===== src/rtl/memory_stage.sv =====
// ---------------------------------------------------------------------------
// memory_stage
//   EX/MEM pipeline register plus the data-memory access stage of a 5-stage
//   RV64 pipeline. It holds the instruction handed over by execute and
//   performs its load/store over a req/ack data-memory port. It also
//   sign/zero-extends load data and resolves conditional branches. Finally it
//   registers the writeback bundle for the WB stage.
//
//   Optional build macro: MEM_TIMEOUT_EN
//     defined   -> an ack watchdog abandons a WAIT after TIMEOUT_CYCLES cycles.
//                  The op completes with read data 0 and the sticky bus_err_o
//                  port is set.
//     undefined -> no watchdog and no bus_err_o; WAIT lasts until ack.
//
//   Ports
//     clk_i, reset_i          clock, asynchronous active-low reset
//     ex_*/alu_result_i/...   instruction fields and control from execute
//     stall_o                 freeze IF/ID/EX and hold this stage
//     mem_fwd_data_o, rd_x_o, regwrite_x_o
//                             stage-register values forwarded to execute
//     branch_taken_o, branch_pc_o
//                             branch redirect
//     misalign_o              one-cycle pulse: misaligned access dropped
//     dmem_*                  data-memory request port
//     wb_*                    registered writeback bundle
//     bus_err_o               sticky watchdog error (MEM_TIMEOUT_EN only)
//     dbg_state_o             access FSM state (0 IDLE, 1 WAIT)
//
//   Handshake: dmem_req_o is held high, with addr/we/be/wdata stable, from
//   the first cycle of an access until the cycle in which dmem_ack_i is high.
//   That cycle completes the access. An ack seen while dmem_req_o is low has
//   no effect.
// ---------------------------------------------------------------------------
module memory_stage #(
    parameter int XLEN           = 64,
    parameter int TIMEOUT_CYCLES = 255
) (
    input  logic            clk_i,
    input  logic            reset_i,
    input  logic            ex_valid_i,
    input  logic [XLEN-1:0] alu_result_i,
    input  logic [XLEN-1:0] store_data_i,
    input  logic            zero_i,
    input  logic            ltz_i,
    input  logic [XLEN-1:0] branch_target_i,
    input  logic [2:0]      funct3_i,
    input  logic [4:0]      rd_i,
    input  logic            regwrite_i,
    input  logic            memread_i,
    input  logic            memwrite_i,
    input  logic            memtoreg_i,
    input  logic            branch_i,
    output logic            stall_o,
    output logic [XLEN-1:0] mem_fwd_data_o,
    output logic [4:0]      rd_x_o,
    output logic            regwrite_x_o,
    output logic            branch_taken_o,
    output logic [XLEN-1:0] branch_pc_o,
    output logic            misalign_o,
    output logic            dmem_req_o,
    output logic            dmem_we_o,
    output logic [XLEN-1:0] dmem_addr_o,
    output logic [XLEN-1:0] dmem_wdata_o,
    output logic [7:0]      dmem_be_o,
    input  logic            dmem_ack_i,
    input  logic [XLEN-1:0] dmem_rdata_i,
    output logic            wb_valid_o,
    output logic            wb_regwrite_o,
    output logic [4:0]      wb_rd_o,
    output logic [XLEN-1:0] wb_data_o,
`ifdef MEM_TIMEOUT_EN
    output logic            bus_err_o,
`endif
    output logic [0:0]      dbg_state_o
);

    typedef enum logic [0:0] {
        S_IDLE = 1'b0,
        S_WAIT = 1'b1
    } state_t;

    // ---------------- stage register ----------------
    logic            valid_q;
    logic [XLEN-1:0] alu_q;
    logic [XLEN-1:0] sdata_q;
    logic [XLEN-1:0] target_q;
    logic            zero_q;
    logic            ltz_q;
    logic [2:0]      funct3_q;
    logic [4:0]      rd_q;
    logic            regwrite_q;
    logic            memread_q;
    logic            memwrite_q;
    logic            memtoreg_q;
    logic            branch_q;

    always_ff @(posedge clk_i or negedge reset_i) begin
        if (!reset_i) begin
            valid_q    <= 1'b0;
            alu_q      <= '0;
            sdata_q    <= '0;
            target_q   <= '0;
            zero_q     <= 1'b0;
            ltz_q      <= 1'b0;
            funct3_q   <= '0;
            rd_q       <= '0;
            regwrite_q <= 1'b0;
            memread_q  <= 1'b0;
            memwrite_q <= 1'b0;
            memtoreg_q <= 1'b0;
            branch_q   <= 1'b0;
        end else if (!stall_o) begin
            valid_q    <= ex_valid_i;
            alu_q      <= alu_result_i;
            sdata_q    <= store_data_i;
            target_q   <= branch_target_i;
            zero_q     <= zero_i;
            ltz_q      <= ltz_i;
            funct3_q   <= funct3_i;
            rd_q       <= rd_i;
            regwrite_q <= regwrite_i;
            memread_q  <= memread_i;
            memwrite_q <= memwrite_i;
            memtoreg_q <= memtoreg_i;
            branch_q   <= branch_i;
        end
    end

    // ---------------- access decode ----------------
    logic       aligned;
    logic [7:0] size_mask;
    logic       access;
    logic       mem_op;
    logic       timeout;
    logic       complete;

    always_comb begin
        aligned   = 1'b1;
        size_mask = 8'h01;
        case (funct3_q[1:0])
            2'b00: begin aligned = 1'b1;                size_mask = 8'h01; end
            2'b01: begin aligned = ~alu_q[0];           size_mask = 8'h03; end
            2'b10: begin aligned = (alu_q[1:0] == 2'b0); size_mask = 8'h0F; end
            default: begin aligned = (alu_q[2:0] == 3'b0); size_mask = 8'hFF; end
        endcase
    end

    assign access   = valid_q & (memread_q | memwrite_q);
    assign mem_op   = access & aligned;
    assign complete = mem_op & (dmem_ack_i | timeout);

    assign stall_o    = mem_op & ~dmem_ack_i & ~timeout;
    assign misalign_o = access & ~aligned;

    // Request attributes are only driven while a request is up so the port
    // reads all-zero when idle.
    assign dmem_req_o   = mem_op & ~timeout;
    assign dmem_we_o    = dmem_req_o & memwrite_q;
    assign dmem_addr_o  = dmem_req_o ? alu_q : '0;
    assign dmem_be_o    = dmem_req_o ? (size_mask << alu_q[2:0]) : 8'h00;
    assign dmem_wdata_o = dmem_req_o ? (sdata_q << {alu_q[2:0], 3'b000}) : '0;

    // ---------------- load extraction ----------------
    logic [XLEN-1:0] rdata_eff;
    logic [XLEN-1:0] rshift;
    logic [XLEN-1:0] load_data;

    assign rdata_eff = timeout ? '0 : dmem_rdata_i;
    assign rshift    = rdata_eff >> {alu_q[2:0], 3'b000};

    always_comb begin
        load_data = rshift;
        case (funct3_q)
            3'b000:  load_data = {{(XLEN-8){rshift[7]}},   rshift[7:0]};
            3'b001:  load_data = {{(XLEN-16){rshift[15]}}, rshift[15:0]};
            3'b010:  load_data = {{(XLEN-32){rshift[31]}}, rshift[31:0]};
            3'b100:  load_data = {{(XLEN-8){1'b0}},        rshift[7:0]};
            3'b101:  load_data = {{(XLEN-16){1'b0}},       rshift[15:0]};
            3'b110:  load_data = {{(XLEN-32){1'b0}},       rshift[31:0]};
            default: load_data = rshift;
        endcase
    end

    // ---------------- branch resolution ----------------
    logic cond;

    always_comb begin
        cond = 1'b0;
        case (funct3_q)
            3'b000:         cond = zero_q;
            3'b001:         cond = ~zero_q;
            3'b100, 3'b110: cond = ltz_q;   // ALU puts the unsigned compare in ltz for 11x
            3'b101, 3'b111: cond = ~ltz_q;
            default:        cond = 1'b0;
        endcase
    end

    assign branch_taken_o = valid_q & branch_q & cond;
    assign branch_pc_o    = target_q;

    // ---------------- forwarding ----------------
    assign mem_fwd_data_o = alu_q;
    assign rd_x_o         = rd_q;
    assign regwrite_x_o   = valid_q & regwrite_q;

    // ---------------- access FSM ----------------
    state_t state_q;

`ifdef MEM_TIMEOUT_EN
    localparam int CNT_W = $clog2(TIMEOUT_CYCLES + 1);
    logic [CNT_W-1:0] cnt_q;
    logic             bus_err_q;

    // The cycle after TIMEOUT_CYCLES unacknowledged WAIT cycles is the
    // abandon cycle: request down, op completes with zero data.
    assign timeout   = (state_q == S_WAIT) && (cnt_q == CNT_W'(TIMEOUT_CYCLES));
    assign bus_err_o = bus_err_q;
`else
    // Watchdog not built; the parameter has no effect in this configuration.
    assign timeout = (TIMEOUT_CYCLES < 0);
`endif

    always_ff @(posedge clk_i or negedge reset_i) begin
        if (!reset_i) begin
            state_q <= S_IDLE;
`ifdef MEM_TIMEOUT_EN
            cnt_q     <= '0;
            bus_err_q <= 1'b0;
`endif
        end else begin
            case (state_q)
                S_IDLE:  state_q <= stall_o ? S_WAIT : S_IDLE;
                default: state_q <= complete ? S_IDLE : S_WAIT;
            endcase
`ifdef MEM_TIMEOUT_EN
            if (state_q == S_WAIT && stall_o) begin
                cnt_q <= cnt_q + 1'b1;
            end else begin
                cnt_q <= '0;
            end
            if (timeout) begin
                bus_err_q <= 1'b1;
            end
`endif
        end
    end

    assign dbg_state_o = state_q;

    // ---------------- writeback register ----------------
    always_ff @(posedge clk_i or negedge reset_i) begin
        if (!reset_i) begin
            wb_valid_o    <= 1'b0;
            wb_regwrite_o <= 1'b0;
            wb_rd_o       <= '0;
            wb_data_o     <= '0;
        end else if (stall_o) begin
            wb_valid_o    <= 1'b0;
            wb_regwrite_o <= 1'b0;
        end else begin
            wb_valid_o    <= valid_q;
            // A dropped misaligned load must not write its destination.
            wb_regwrite_o <= valid_q & regwrite_q & ~(misalign_o & memread_q);
            wb_rd_o       <= rd_q;
            wb_data_o     <= memtoreg_q ? load_data : alu_q;
        end
    end

endmodule


===== config.mk =====
export PLATFORM = sky130hd
export DESIGN_NAME = memory_stage
export DESIGN_NICKNAME = d
export VERILOG_FILES = /design/src/rtl/memory_stage.sv
export SDC_FILE = /design/constraint.sdc
export NUM_CORES = 1
export LEC_CHECK = 0
export CORE_AREA = 10 10 233 235
export CTS_CLUSTER_SIZE = 16
export DETAILED_ROUTE_END_ITERATION = 12
export DIE_AREA = 0 0 243 245
export GPL_TIMING_DRIVEN = 0
export PLACE_DENSITY_LB_ADDON = 0.3
export SYNTH_ARGS = -nofsm -noshare
export SYNTH_HDL_FRONTEND = slang
export SYNTH_SLANG_ARGS = --single-unit

===== constraint.sdc =====
create_clock -name clk_i -period 6.5 [get_ports clk_i]
set_input_delay 1.3 -clock clk_i [delete_from_list [all_inputs] [get_ports clk_i]]
set_output_delay 1.3 -clock clk_i [all_outputs]
set_load 0.1 [all_outputs]

Word level (Yosys, flattened, before mapping)

Cells that the tools add are included.
Widths: inputs -> output; s select.

Bits in registers: 280
Latch bits: 0
Bits in writable memories: 0
ROM bits: 0
Input bits: 275
Output and inout bits: 347
Word-level logic and storage cells: 66
Memories: 0

$add $sub $neg: 0
Multiply operators: 0
Div/mod/pow operators: 0
Magnitude comparators: 0
Equality and inequality tests: 8
Shift-type cells: 3
Muxes and demuxes: 13
Bitwise operators: 18
Reduce and logical (&&, ||, !) cells: 6

Operators by type and width:

| cell               | number |
|---|---|
| $pmux 64 s6        | 1 |
| $mux 64            | 3 |
| $shl 64x6->64      | 1 |
| $shr 64x6->64      | 1 |
| $pmux 8 s3         | 1 |
| $eq 3x3->1 const B | 4 |
| $and 1x1->1        | 11 |
| $mux 8             | 1 |
| $shl 8x3->8        | 1 |
| $logic_not 3->1    | 2 |
| $not 1->1          | 6 |
| $mux 1             | 5 |
| $logic_not 2->1    | 2 |
| $pmux 1 s4         | 1 |
| $reduce_or 2->1    | 2 |
| $eq 3x1->1 const B | 1 |
| $eq 3x2->1 const B | 1 |
| $pmux 1 s3         | 1 |
| $eq 2x1->1 const B | 1 |
| $eq 2x2->1 const B | 1 |
| $or 1x1->1         | 1 |

Logic depth before layout (Yosys ltp)

Gate-level depths: netlist (run 1).

Word-level depth: 8
Depth in mapped cells: 11
Mapped depth without buffers: 7

Least setup slack after synthesis (run 1)

No wires, ideal clock.

Kind: register to output
From: register alu_q[2] (netlist: mem_fwd_data_o[2])
To: output dmem_be_o[4]
Arrival time: 6.586 ns
Required time: 5.200 ns
Setup slack: -1.386 ns
Stages on the path, launching flop included: 6
Path buffers: 3
Cell sequence: dfrtp_1 > buf_2 > buf_2 > clkbuf_1 > nand2_1 > a2111oi_0

Cells in the longest elaborated chain, start to end: 4
Elaborated cells on any way between the ends: 5
Classes of those cells: shift (1); mux (2); bitwise (1); reduce/logical (1)

Ends and longest elaborated chain:

| item                     | RTL line | text |
|---|---|---|
| start: declaration       | 84       | `logic [XLEN-1:0] alu_q;` |
| start signal: assignment | 114      | `alu_q <= alu_result_i;` |
| $logic_not 3->1          | 144      | `default: begin aligned = (alu_q[2:0] == 3'b0); size_mask = 8'hFF; end` |
| $pmux 1 s3               | 140      | `case (funct3_q[1:0])` |
| $and 1x1->1              | 149      | `assign mem_op = access & aligned;` |
| $mux 8 (*)               | 160      | `assign dmem_be_o = dmem_req_o ? (size_mask << alu_q[2:0]) : 8'h00;` |
| end: declaration         | 64       | `output logic [7:0] dmem_be_o,` |

Every way passes the cells marked *; elsewhere a longest branch is shown, timed or not.

Final worst setup path (run 1)

From: register alu_q[1] (netlist: mem_fwd_data_o[1])
To: output dmem_wdata_o[47]

Cells in the longest elaborated chain, start to end: 4
Elaborated cells on any way between the ends: 6
Classes of those cells: shift (1); mux (2); bitwise (1); reduce/logical (2)

Ends and longest elaborated chain:

| item                                                                  | RTL line | text |
|---|---|---|
| parallel branches: the longest is 3 deep, another holds $shl 64x6->64 | -        |  |
| $mux 64 (*)                                                           | 161      | `assign dmem_wdata_o = dmem_req_o ? (sdata_q << {alu_q[2:0], 3'b000}) : '0;` |
| end: declaration                                                      | 63       | `output logic [XLEN-1:0] dmem_wdata_o,` |

Mark *: on every way between the ends.

==> results of run 1 <==
layout by cell type, fill, tap and decap left out, types with 3 or more instances in the layout:
cell type,n
buf_6,6
buf_2,77
mux2i_1,104
clkbuf_1,47
nor2_1,95
buf_4,14
nor3b_1,15
and2_1,77
clkbuf_8,4
o21ai_0,70
o21ai_1,30
a211oi_2,10
nand2b_1,13
mux2_2,20
o22ai_1,23
a2bb2oi_1,24
diode_2,7
and3_1,18
bufinv_16,4
a211oi_1,28
o21a_1,7
buf_1,4
nor2b_1,33
a21oi_1,48
clkbuf_16,36
clkinv_2,3
nor3_1,13
buf_12,3
nand3_1,5
nand2_1,716
mux4_2,27
clkdlybuf4s50_1,620
dfrtp_1,280
worst paths after layout:
path	end	slack, ps	depth (start not counted)
max	dmem_wdata_o[47]	280	8
min	regwrite_q	450	2
max reg2reg	sdata_q[41]	3650	9
min reg2reg	regwrite_q	450	2
max in group asynchronous	mem_fwd_data_o[62]	4700	2
min in group asynchronous	mem_fwd_data_o[11]	740	1
state kept, by name (all words and copies together) (netlist names), named ones only:
| name | flops |
|---|---|
| branch_pc_o | 64 |
| branch_q | 1 |
| funct3_q | 3 |
| ltz_q | 1 |
| mem_fwd_data_o | 64 |
| memread_q | 1 |
| memtoreg_q | 1 |
| memwrite_q | 1 |
| rd_x_o | 5 |
| regwrite_q | 1 |
| sdata_q | 64 |
| valid_q | 1 |
| wb_data_o | 64 |
| wb_rd_o | 5 |
| wb_regwrite_o | 1 |
| wb_valid_o | 1 |
| zero_q | 1 |
metal layers:
layer / wire, um / part of all wire [%]
met1: 33200 / 40
met2: 40200 / 48
met3: 7000 / 8.4
met4: 2530 / 3.0
met5: 138 / 0.17
cell type report:
type                    instances  area (sq um)
fillers                      4888         25700
multi-input cells            1408          7800
flip-flops and latches        280          7010
repair buffers                623          6280
clock buffers                  49           990
well taps                     672           841
plain buffers                 143           781
clock inverters                12           185
diodes                          7          17.5
inverters                       4          15.0
worst max-delay path: cells and delay by family (launching register included):
kind                   cells  cell delay [ps]
buffers and inverters      4             2500
and+or+nand+nor            1              550
DFF                        1              420
AOI/OAI and AO/OA          3              850
stage by stage:
stage	area [sq um]	instances	util, %	hold slack, ps
CTS	23900	3191	48.1	459
detailed placement	22700	3130	45.7	447
finish	23900	3198	48.2	453
floorplan	15600	1835	-	431
global route	23900	3192	48.1	491
global placement	22700	3128	45.6	446
power groups by stage:
stage	combinational [W]	sequential, W	clock (W)
floorplan	0.00138	0.00359	0
global placement	0.00400	0.00223	0
detailed placement	0.00402	0.00224	0
CTS	0.00403	0.00221	0.00206
global route	0.00415	0.00224	0.00213
finish	0.00401	0.00221	0.00202
cell families after synthesis:
group,after synthesis
multiplexers,151
flip-flops,280
AO/OA/AOI/OAI,257
XOR/XNOR,2
buffers and inverters,147
AND/OR/NAND/NOR,998
==> flow_summary.ini, run 1 <==
[placement]
port_buffers = 621
post-dp-hpwl_um = 66700
gp_congestion = 0.946
dpl_worst_slack_ps = 888

[global_route]
grt_max_degree = 115
grt_busiest_layer = met2
groute.layer.met2.usage_pct = 45.3
grt_pass1_vias = 16800
globalRouteOverflowTotal = 0
antenna_found_initial = 15
global_route.usage.met1_pct = 32.1
grt_first_pass_wirelength_um = 119000
total_grt_usage_pct = 26.8
met3_track_demand_over_resource_pct = 8.17

[clock_network]
cts.root.buffer_cell = clkbuf_16
numClockSinks = 280
cts.repair_timing.setup_buffer_count = 0
cts_resized = 0
clock_path_buffers = 3
tritoncts_clock_tree = built
hold_bufs_inserted_after_cts = 0
clk_transition_reported_paths_ps = 60
clk-insertion-delay-late_ps = 550
cts_htree_levels = 2
cts-buffers-inserted = 35

[logic_synthesis]
synth-async-reset-ratio_pct = 100
synth_compound_gate_area_share_pct = 10.6
synth-edff-count = 0
synth_top_cells_by_count = 716 x nand2_1, 280 x dfrtp_1, 104 x mux2i_1
yosys-mux-area-fraction_pct = 12.0
synth.cell_area_sq_um = 15600
post_synth_and_or_nand_nor_area_fraction_pct = 27.3
yosys_warnings = 0
postSynthCellCount = 1835
postSynth.topFlopCell = dfrtp_1
synth_top_cells_by_area = dfrtp_1 45%, nand2_1 17%, mux2i_1 6.7%, mux4_2 3.9%, and2_1 3.1%
synth.lib_cells_used.distinct = 55
syn-num-nets = 2110
seq_area_frac_synth_pct = 44.9
dominant_combinational_cell_family_by_area_after_synthesis = simple AND/OR/NAND/NOR gates
synth_area_per_cell_sq_um = 8.50
synth-adder-area-share_pct = 0
synth_xor_area_share_pct = 0.112
yosys.cell_count.top_type = nand2_1
postSynthRegisterBits = 280
netlist.area_leader.share_pct = 44.9
synth_top_area_cell = dfrtp_1

[routing]
first_iteration_detailed_routing_drc_count = 1213
dr_total_vias = 16300
viasPerCell = 5.09
drt-total-wl_um = 83100
routed_wire_length_per_instance_um = 26.0
drc = 0
drt_pass1_iterations = 5
postRouteAntennaNets = 0

[floorplan]
core_area_sq_um = 49700
die_area_sq_um = 59500
initial_utilization_pct = 31.4
ios = 622
row_count = 82
floorplan.die.height_um = 245
die_w_um = 243

[pwr]
leakage_nw = 10.6
power_switching_w = 0.00401
clock_power_share_pct = 24.5
power.density_nw_per_um2 = 345
total_power_w = 0.00824
pwr-share-comb_pct = 48.7
power.internal_w = 0.00424
sw_frac_of_total_pct = 48.6
ir_drop_v = 0.000206
seqPwrFrac_pct = 26.8

[job]
timing.max_cap.violations = 0

[worst_setup_path]
critPathLaunch = mem_fwd_data_o[1]
crit_path_end_kind = primary output
required_ps = 5200
critical_path.max_stage_delay_ps = 1210
category_of_the_most_critical_setup_path = flip-flop to primary output
path_cells = buf_6, a211oi_2, o21bai_2, inv_2, clkbuf_1, nand2_1, o22ai_1, clkdlybuf4s50_1
crit_path_top_delay_cell = clkdlybuf4s50_1
worst_r2r_src = memwrite_q
crit_start_category = flip-flop
timing.critical_path.arrival_ps = 4920
worst-path-max-fanout = 10

[timing]
finalSetupViolations = 0
final.setup_skew_ps = 14.4
max_slew_margin_pct = 23.6
grt_setup_unrepaired = false
post-route-worst-setup-slack_ps = 281
finalCriticalPeriod_ps = 6220
final_hold_viol_count = 0
setup_total_negative_slack_ps = 0
actual_slew_at_the_worst_max_slew_pin_ps = 1140
final_max_slew_violation_count = 0
max_freq_mhz = 161
period_share_pct = 95.7

[cells_and_area]
area_growth_pct = 53.3
layout.nets = 2770
ratio_of_cells_with_drive_above_1_in_the_final_layout_pct = 9.01

[min_path]
holdCritStartpoint = regwrite_q
hold_class = flip-flop to flip-flop

[run_status]
outcome = completed
Note: power is estimated with default switching activity, not from simulation.
==> run 2: changes to the inputs <==
CORE_AREA = 10 10 234 236   (was 10 10 233 235)
DIE_AREA = 0 0 244 246   (was 0 0 243 245)
clock period = 5.3 ns   (was 6.5 ns; I/O delays follow)
==> run 2 against run 1 <==
Compared with the run above:
- sequential power grew 22%
- sequential cell count is the same
- global-route usage shrank 0.37 points
- critical path type unchanged
- critical endpoint is now dmem_be_o[3]
- largest power group unchanged
==> flow_summary.ini, run 2 (same netlist as run 1, synthesis figures left out) <==
[run_status]
outcome = completed

[pwr]
sw_frac_of_total_pct = 48.4
power.internal_w = 0.00525
pwr-share-comb_pct = 48.5
total_power_w = 0.0102
seqPwrFrac_pct = 26.6
power_switching_w = 0.00492
clock_power_share_pct = 25.0
power.density_nw_per_um2 = 423
ir_drop_v = 0.000235
leakage_nw = 11.0

[floorplan]
die_area_sq_um = 60000
row_count = 82
core_area_sq_um = 49900
initial_utilization_pct = 31.3
die_w_um = 244
ios = 622
floorplan.die.height_um = 246

[cells_and_area]
layout_commonest_cell = nand2_1
final_core_util_pct = 48.2
ratio_of_cells_with_drive_above_1_in_the_final_layout_pct = 10.1
layout.nets = 2770
mostFrequentLayoutCells = 716 x nand2_1, 582 x clkdlybuf4s50_1, 280 x dfrtp_1, 104 x mux2i_1, 95 x nor2_1
n_fill_cell = 4871
area_growth_pct = 54.3
non_filler_cells_in_the_finished_layout = 3193

[global_route]
antenna_found_initial = 6
grt_pass1_vias = 16800
total_grt_usage_pct = 26.4
globalRouteOverflowTotal = 0
grt_max_degree = 117
grt_first_pass_wirelength_um = 118000

[worst_setup_path]
crit_start_category = flip-flop
timing.critical_path.arrival_ps = 4210
worst-path-max-fanout = 10
crit_path_end_kind = primary output
reg2reg_depth = 9
category_of_the_most_critical_setup_path = flip-flop to primary output
required_ps = 4240

[timing]
max_slew_margin_pct = 24.6
finalSetupViolations = 0
max_freq_mhz = 190
period_share_pct = 99.5
grt_setup_unrepaired = false
actual_slew_at_the_worst_max_slew_pin_ps = 1130
finalCriticalPeriod_ps = 5270
final_hold_viol_count = 0
final_max_slew_violation_count = 0
final.setup_skew_ps = 13.6

[routing]
postRouteAntennaNets = 0
routed_wire_length_per_instance_um = 26.0
wl_met3_um = 7490
first_iteration_detailed_routing_drc_count = 1331
dr_wl_met2_um = 40400
viasPerCell = 5.09
drt_pass1_iterations = 8
dr.max_layer_used = met5
route.layer.met1.wl_um = 32000
drt-total-wl_um = 83000
drc = 0
dr_total_vias = 16300

[clock_network]
clk_transition_reported_paths_ps = 60
cts.root.buffer_cell = clkbuf_16
clock_path_buffers = 3
cts-buffers-inserted = 35
clk-insertion-delay-late_ps = 540
cts_htree_levels = 2
hold_bufs_inserted_after_cts = 0
numClockSinks = 280
tritoncts_clock_tree = built

[placement]
port_buffers = 621
gp_congestion = 0.983
post-dp-hpwl_um = 66800
numPlacedInstances = 3130

[min_path]
hold_class = flip-flop to flip-flop
timing.hold.worst_path_depth = 2

[job]
timing.max_cap.violations = 0
-- run 2: power groups by stage --
| stage | Combinational (W) | Sequential (W) | Clock, W |
|---|---|---|---|
| finish | 0.00493 | 0.00270 | 0.00254 |
| CTS | 0.00495 | 0.00270 | 0.00260 |
| global route | 0.00510 | 0.00274 | 0.00267 |
| global placement | 0.00491 | 0.00273 | 0 |
| floorplan | 0.00170 | 0.00440 | 0 |
| detailed placement | 0.00494 | 0.00274 | 0 |
-- run 2: through the flow --
step | TNS, ps | worst slack (ps) | instance area, sq um | hold slack (ps)
finish | 0 | 28.8 | 24100 | 460
global route | 0 | 13.8 | 24100 | 490
CTS | 0 | 5.87 | 24000 | 468
detailed placement | -109 | -49.5 | 22800 | 456
global placement | -2600520 | -9320 | 22700 | 450
floorplan | 0 | 6.55 | 15700 | 431
-- run 2: path summary, 6_finish.rpt --
path / start / to / slack (ps)
min in group asynchronous: reset_i / mem_fwd_data_o[13] / 500
setup reg to reg: memwrite_q / wb_data_o[46] / 2560
hold reg to reg: regwrite_q / regwrite_q / 460
setup / recovery: mem_fwd_data_o[0] / dmem_be_o[3] / 30
max in group asynchronous: reset_i / branch_pc_o[52] / 3720
hold / removal: regwrite_q / regwrite_q / 460
-- run 2: routing by layer --
| metal | GRT usage, % | vias to the layer above |
|---|---|---|
| li1 | - | 7411 |
| met1 | 31.1 | 7950 |
| met2 | 45.3 | 759 |
| met3 | 7.53 | 129 |
| met4 | 9.59 | 10 |
| met5 | 0 | - |
-- run 2: worst max-delay path, stage by stage, from the launching register on --
cell	delay (ps)
dfrtp_1	390
buf_4	180
buf_2	240
buf_4	300
buf_2	330
buf_2	350
nor2_1	210
nor3_1	430
clkdlybuf4s50_1	1230
-- run 2: cell type report --
| type | count | area [sq um] | share of cell area, % |
|---|---|---|---|
| timing repair buffer | 623 | 6310 | 26.2 |
| clock buffer | 48 | 1040 | 4.31 |
| sequential | 280 | 7010 | 29.1 |
| inverter | 4 | 15.0 | 0.0624 |
| antenna | 3 | 7.51 | 0.0312 |
| clock inverter | 12 | 178 | 0.739 |
| multi-input combinational | 1408 | 7880 | 32.8 |
| buffer | 143 | 782 | 3.25 |
| tap | 672 | 841 | 3.49 |
-- run 2: timing repair --
action	4_1_cts	5_1_grt
setup endpoints to repair	39	19
resized for setup	30	19
buffers inserted	0	0
hold endpoints to repair	0	0
pin swaps	0	0
cloned	0	0
==> run 3: changes to the inputs <==
CTS_CLUSTER_DIAMETER = 60   (was unset)
==> run 3 against run 2 <==
Compared with the run above:
- design area is 0.95% lower
- clock power is 14% lower
- highest routed layer unchanged
- combinational power hardly changed
- cell count is 0.22% lower
- global-route usage is 0.23 points lower
- clock skew is 2.1 ps higher
- via count is 0.12% higher
- core utilization is 0.46 points lower
==> flow_summary.ini, run 3 (same netlist as run 1, synthesis figures left out) <==
[timing]
period_share_pct = 99.1
max_freq_mhz = 190
finalCriticalPeriod_ps = 5250
grt_setup_unrepaired = false
max_slew_margin_pct = 23.7
final_hold_viol_count = 0
setup_total_negative_slack_ps = 0
actual_slew_at_the_worst_max_slew_pin_ps = 1140
hold_ws_ps = 455
final.setup_skew_ps = 15.7
final_max_slew_violation_count = 0
finalSetupViolations = 0

[worst_setup_path]
category_of_the_most_critical_setup_path = flip-flop to primary output
timing.critical_path.arrival_ps = 4190
crit_path_end_kind = primary output
required_ps = 4240
worst_r2r_src = memwrite_q
critPathLaunch = mem_fwd_data_o[1]
crit_start_category = flip-flop
worst-path-max-fanout = 10

[floorplan]
die_w_um = 244
floorplan.die.height_um = 246
initial_utilization_pct = 31.3
core_area_sq_um = 49900
ios = 622
row_count = 82
die_area_sq_um = 60000

[global_route]
globalRouteOverflowTotal = 0
grt_max_degree = 117
grt_first_pass_wirelength_um = 118000
total_grt_usage_pct = 26.2
antenna_found_initial = 6
grt_pass1_vias = 16600

[pwr]
total_power_w = 0.00981
power.density_nw_per_um2 = 412
leakage_nw = 10.9
ir_drop_v = 0.000223

[clock_network]
cts_htree_levels = 1
tritoncts_clock_tree = built
clock_path_buffers = 3
cts-buffers-inserted = 29
cts.root.buffer_cell = clkbuf_16
clk_transition_reported_paths_ps = 70
numClockSinks = 280
clk-insertion-delay-late_ps = 590
hold_bufs_inserted_after_cts = 0
cts.repair_timing.setup_buffer_count = 0

[routing]
dr_total_vias = 16300
drt-total-wl_um = 82600
postRouteAntennaNets = 0
drc = 0
drt_pass1_iterations = 5
first_iteration_detailed_routing_drc_count = 1370
routed_wire_length_per_instance_um = 25.9
viasPerCell = 5.11

[cells_and_area]
layout.nets = 2764
finish.instance_area_sq_um = 23800
area_growth_pct = 52.8
non_filler_cells_in_the_finished_layout = 3186
mostFrequentLayoutCells = 716 x nand2_1, 577 x clkdlybuf4s50_1, 280 x dfrtp_1, 104 x mux2i_1, 95 x nor2_1
ratio_of_cells_with_drive_above_1_in_the_final_layout_pct = 9.91
layout_commonest_cell = nand2_1

[placement]
post_dp_cell_area_sq_um = 22800
port_buffers = 621
gp_congestion = 0.983
numPlacedInstances = 3130
post-dp-hpwl_um = 66800

[min_path]
hold_class = primary input to asynchronous set/reset pin

[run_status]
outcome = completed

[job]
timing.max_cap.violations = 0
run 3: cell count changes in the layout (fill, tap and decap cells not counted), sizes merged:
cell,change
dlymetal6s2s,-1
clkdlybuf4s50,-5
dlygate4sd2,+6
bufinv,-2
clkbuf,-14
inv,+10
diode,-1
run 3: cell type report:
type                    count  area (sq um)
fillers                  4892         26000
multi-input cells        1408          7880
flip-flops and latches    280          7010
repair buffers            623          6300
well taps                 672           841
plain buffers             143           782
clock buffers              34           774
clock inverters            20           224
inverters                   4          15.0
diodes                      2          5.00
run 3: through the flow:
| step | util [%] | setup slack [ps] |
|---|---|---|
| 6_report | 47.8 | 49.6 |
| 5_1_grt | 47.8 | 2.61 |
| 4_1_cts | 47.7 | 7.32 |
| 3_5_place_dp | 45.7 | -49.5 |
| 3_3_place_gp | 45.6 | -9320 |
| 2_1_floorplan | - | 6.55 |
run 3: report_power, final:
part,switching [W],internal (W),total (W)
registers,0.000265,0.00243,0.00270
logic,0.00367,0.00125,0.00492
clock network,0.00100,0.00118,0.00219
run 3: routing by layer:
layer  vias to the layer above  routed length (um)  track usage [%]
met2                       728               40300             45.1
li1                       7406                   -                -
met3                       126                6770             7.15
met5                         -                  68                0
met1                      8008               32500             31.1
met4                        10                2960             8.93
run 3: worst max-delay path: stages (launching register included):
cell	delay (ps)
dfrtp_1	450
buf_6	190
buf_12	150
buf_6	180
buf_4	260
buf_4	280
mux2i_1	120
o21ai_0	510
nor3b_2	270
clkdlybuf4s50_1	1170
run 3: worst paths after layout:
path	to	slack, ps	cells after the start
worst max-delay path	dmem_wdata_o[21]	50	9
worst min-delay path	mem_fwd_data_o[13]	460	1
worst max register to register	wb_data_o[47]	2560	10
worst min register to register	regwrite_q	460	2
max in group asynchronous	branch_pc_o[44]	3780	2
min in group clk_i	regwrite_q	460	2
run 3: timing repair:
| action | CTS | global route |
|---|---|---|
| gates resized for setup | 36 | 18 |
| pin swaps | 0 | 0 |
| endpoints found under the setup margin | 45 | 18 |
| endpoints found under the hold margin | 0 | 0 |
==> patch, RTL diff (config.mk and constraints of run 2) <==
Change the parameter `XLEN` from 64 to 68.
--- a/src/rtl/memory_stage.sv
+++ b/src/rtl/memory_stage.sv
@@ -33,5 +33,5 @@
 // ---------------------------------------------------------------------------
 module memory_stage #(
-    parameter int XLEN           = 64,
+    parameter int XLEN           = 68,
     parameter int TIMEOUT_CYCLES = 255
 ) (
Ports: changed (9 resized); port bits go from 622 to 658. The function was not compared with the original's and may differ.
==> patch against run 2 <==
- the run now ends with negative setup slack left
- setup slack worse by 0.056 ns
- area after synthesis grew 3.4%
- final area increased by 3.4%
- power grew 5.5%
- clock power increased by 3%
- clock skew grew 0.0015 ns
- sequential power grew 7%
- wire length up 13%
- sequential cell count rose by 16
- critical endpoint is now dmem_wdata_o[61]
- largest cell class unchanged
- largest power group unchanged
- highest routed layer unchanged
==> patch: results (changes against run 2) <==
[cts]
cts_buffers = 37  ; +5.7%

[worst_setup_path]
cp.arrival_ns = 4.27  ; +0.06 ns
r2r_slack_ns = 1.99  ; -0.57 ns

[cells_and_area]
layout.cells.non_filler = 3368  ; +5.5%
fillers = 4847  ; -0.49%

[global_route]
use_met1_pct = 35.5  ; +4.4 points
grt_max_degree = 113  ; -3.4%
grt_use_met3_pct = 9.06  ; +1.5 points
gr-usage-met2_pct = 51.2  ; +5.9 points

[synth]
yosys-mux-area-fraction_pct = 9.49  ; -2.5 points
synth_common_cells = nand2_1, dfrtp_1, nor2_1
synth_xor_area_share_pct = 0.109  ; -0.0037 points
synthDistinctLibCells = 65  ; +18%
synth_compound_area_share_pct = 11.7  ; +1.2 points
synth_area_leaders = dfrtp_1, nand2_1, mux2i_1

[placed_design]
placed_cells = 3291  ; +5.1%
dp_hpwl_um = 75800  ; +13%
port_buffers = 657  ; +5.8%

[run_status]
violations = negative setup slack
status = finished with violations

[drt]
drtPass1Iterations = 6  ; -2
first_iter_violations = 1596  ; +20%
avgRoutedWirePerCell_um = 27.9  ; +7.2%

[sta]
whs_ns = 0.462  ; +0.00193 ns
setup_ws_ns = -0.0269  ; -0.0557 ns
finalSetupViolations = 1  ; +1

[power]
switchingPower_mw = 5.33  ; +8.3%

==> patch: changes by cell type after synthesis, sizes merged, moves of 19 or more <==
cell    change
a211oi     -19
a21oi      +32
clkbuf     +25
or3        +41
nor2b      -20
nand2      +46
==> patch: path summary, 6_finish.rpt <==
path / end / cells after the start
worst max-delay path: dmem_wdata_o[61] / 8
worst min-delay path: branch_pc_o[55] / 2
worst max register to register: mem_fwd_data_o[39] / 9
worst min register to register: branch_pc_o[55] / 2
max in group asynchronous: wb_rd_o[4] / 2
min in group asynchronous: sdata_q[0] / 1
==> patch: layout make-up <==
class,instances,area [um^2],area share [%]
multi-input combinational,1504,7920,31.8
sequential,296,7410,29.8
timing repair buffer,659,6600,26.5
clock buffer,53,1120,4.50
tap,672,841,3.38
buffer,152,800,3.21
clock inverter,14,136,0.548
inverter,8,30.0,0.121
antenna,10,25.0,0.101
==> patch: timing repair <==
action                                  4_1_cts  5_1_grt
gates resized for setup                     142       23
endpoints found under the setup margin       94       21
pin swaps                                     0        0
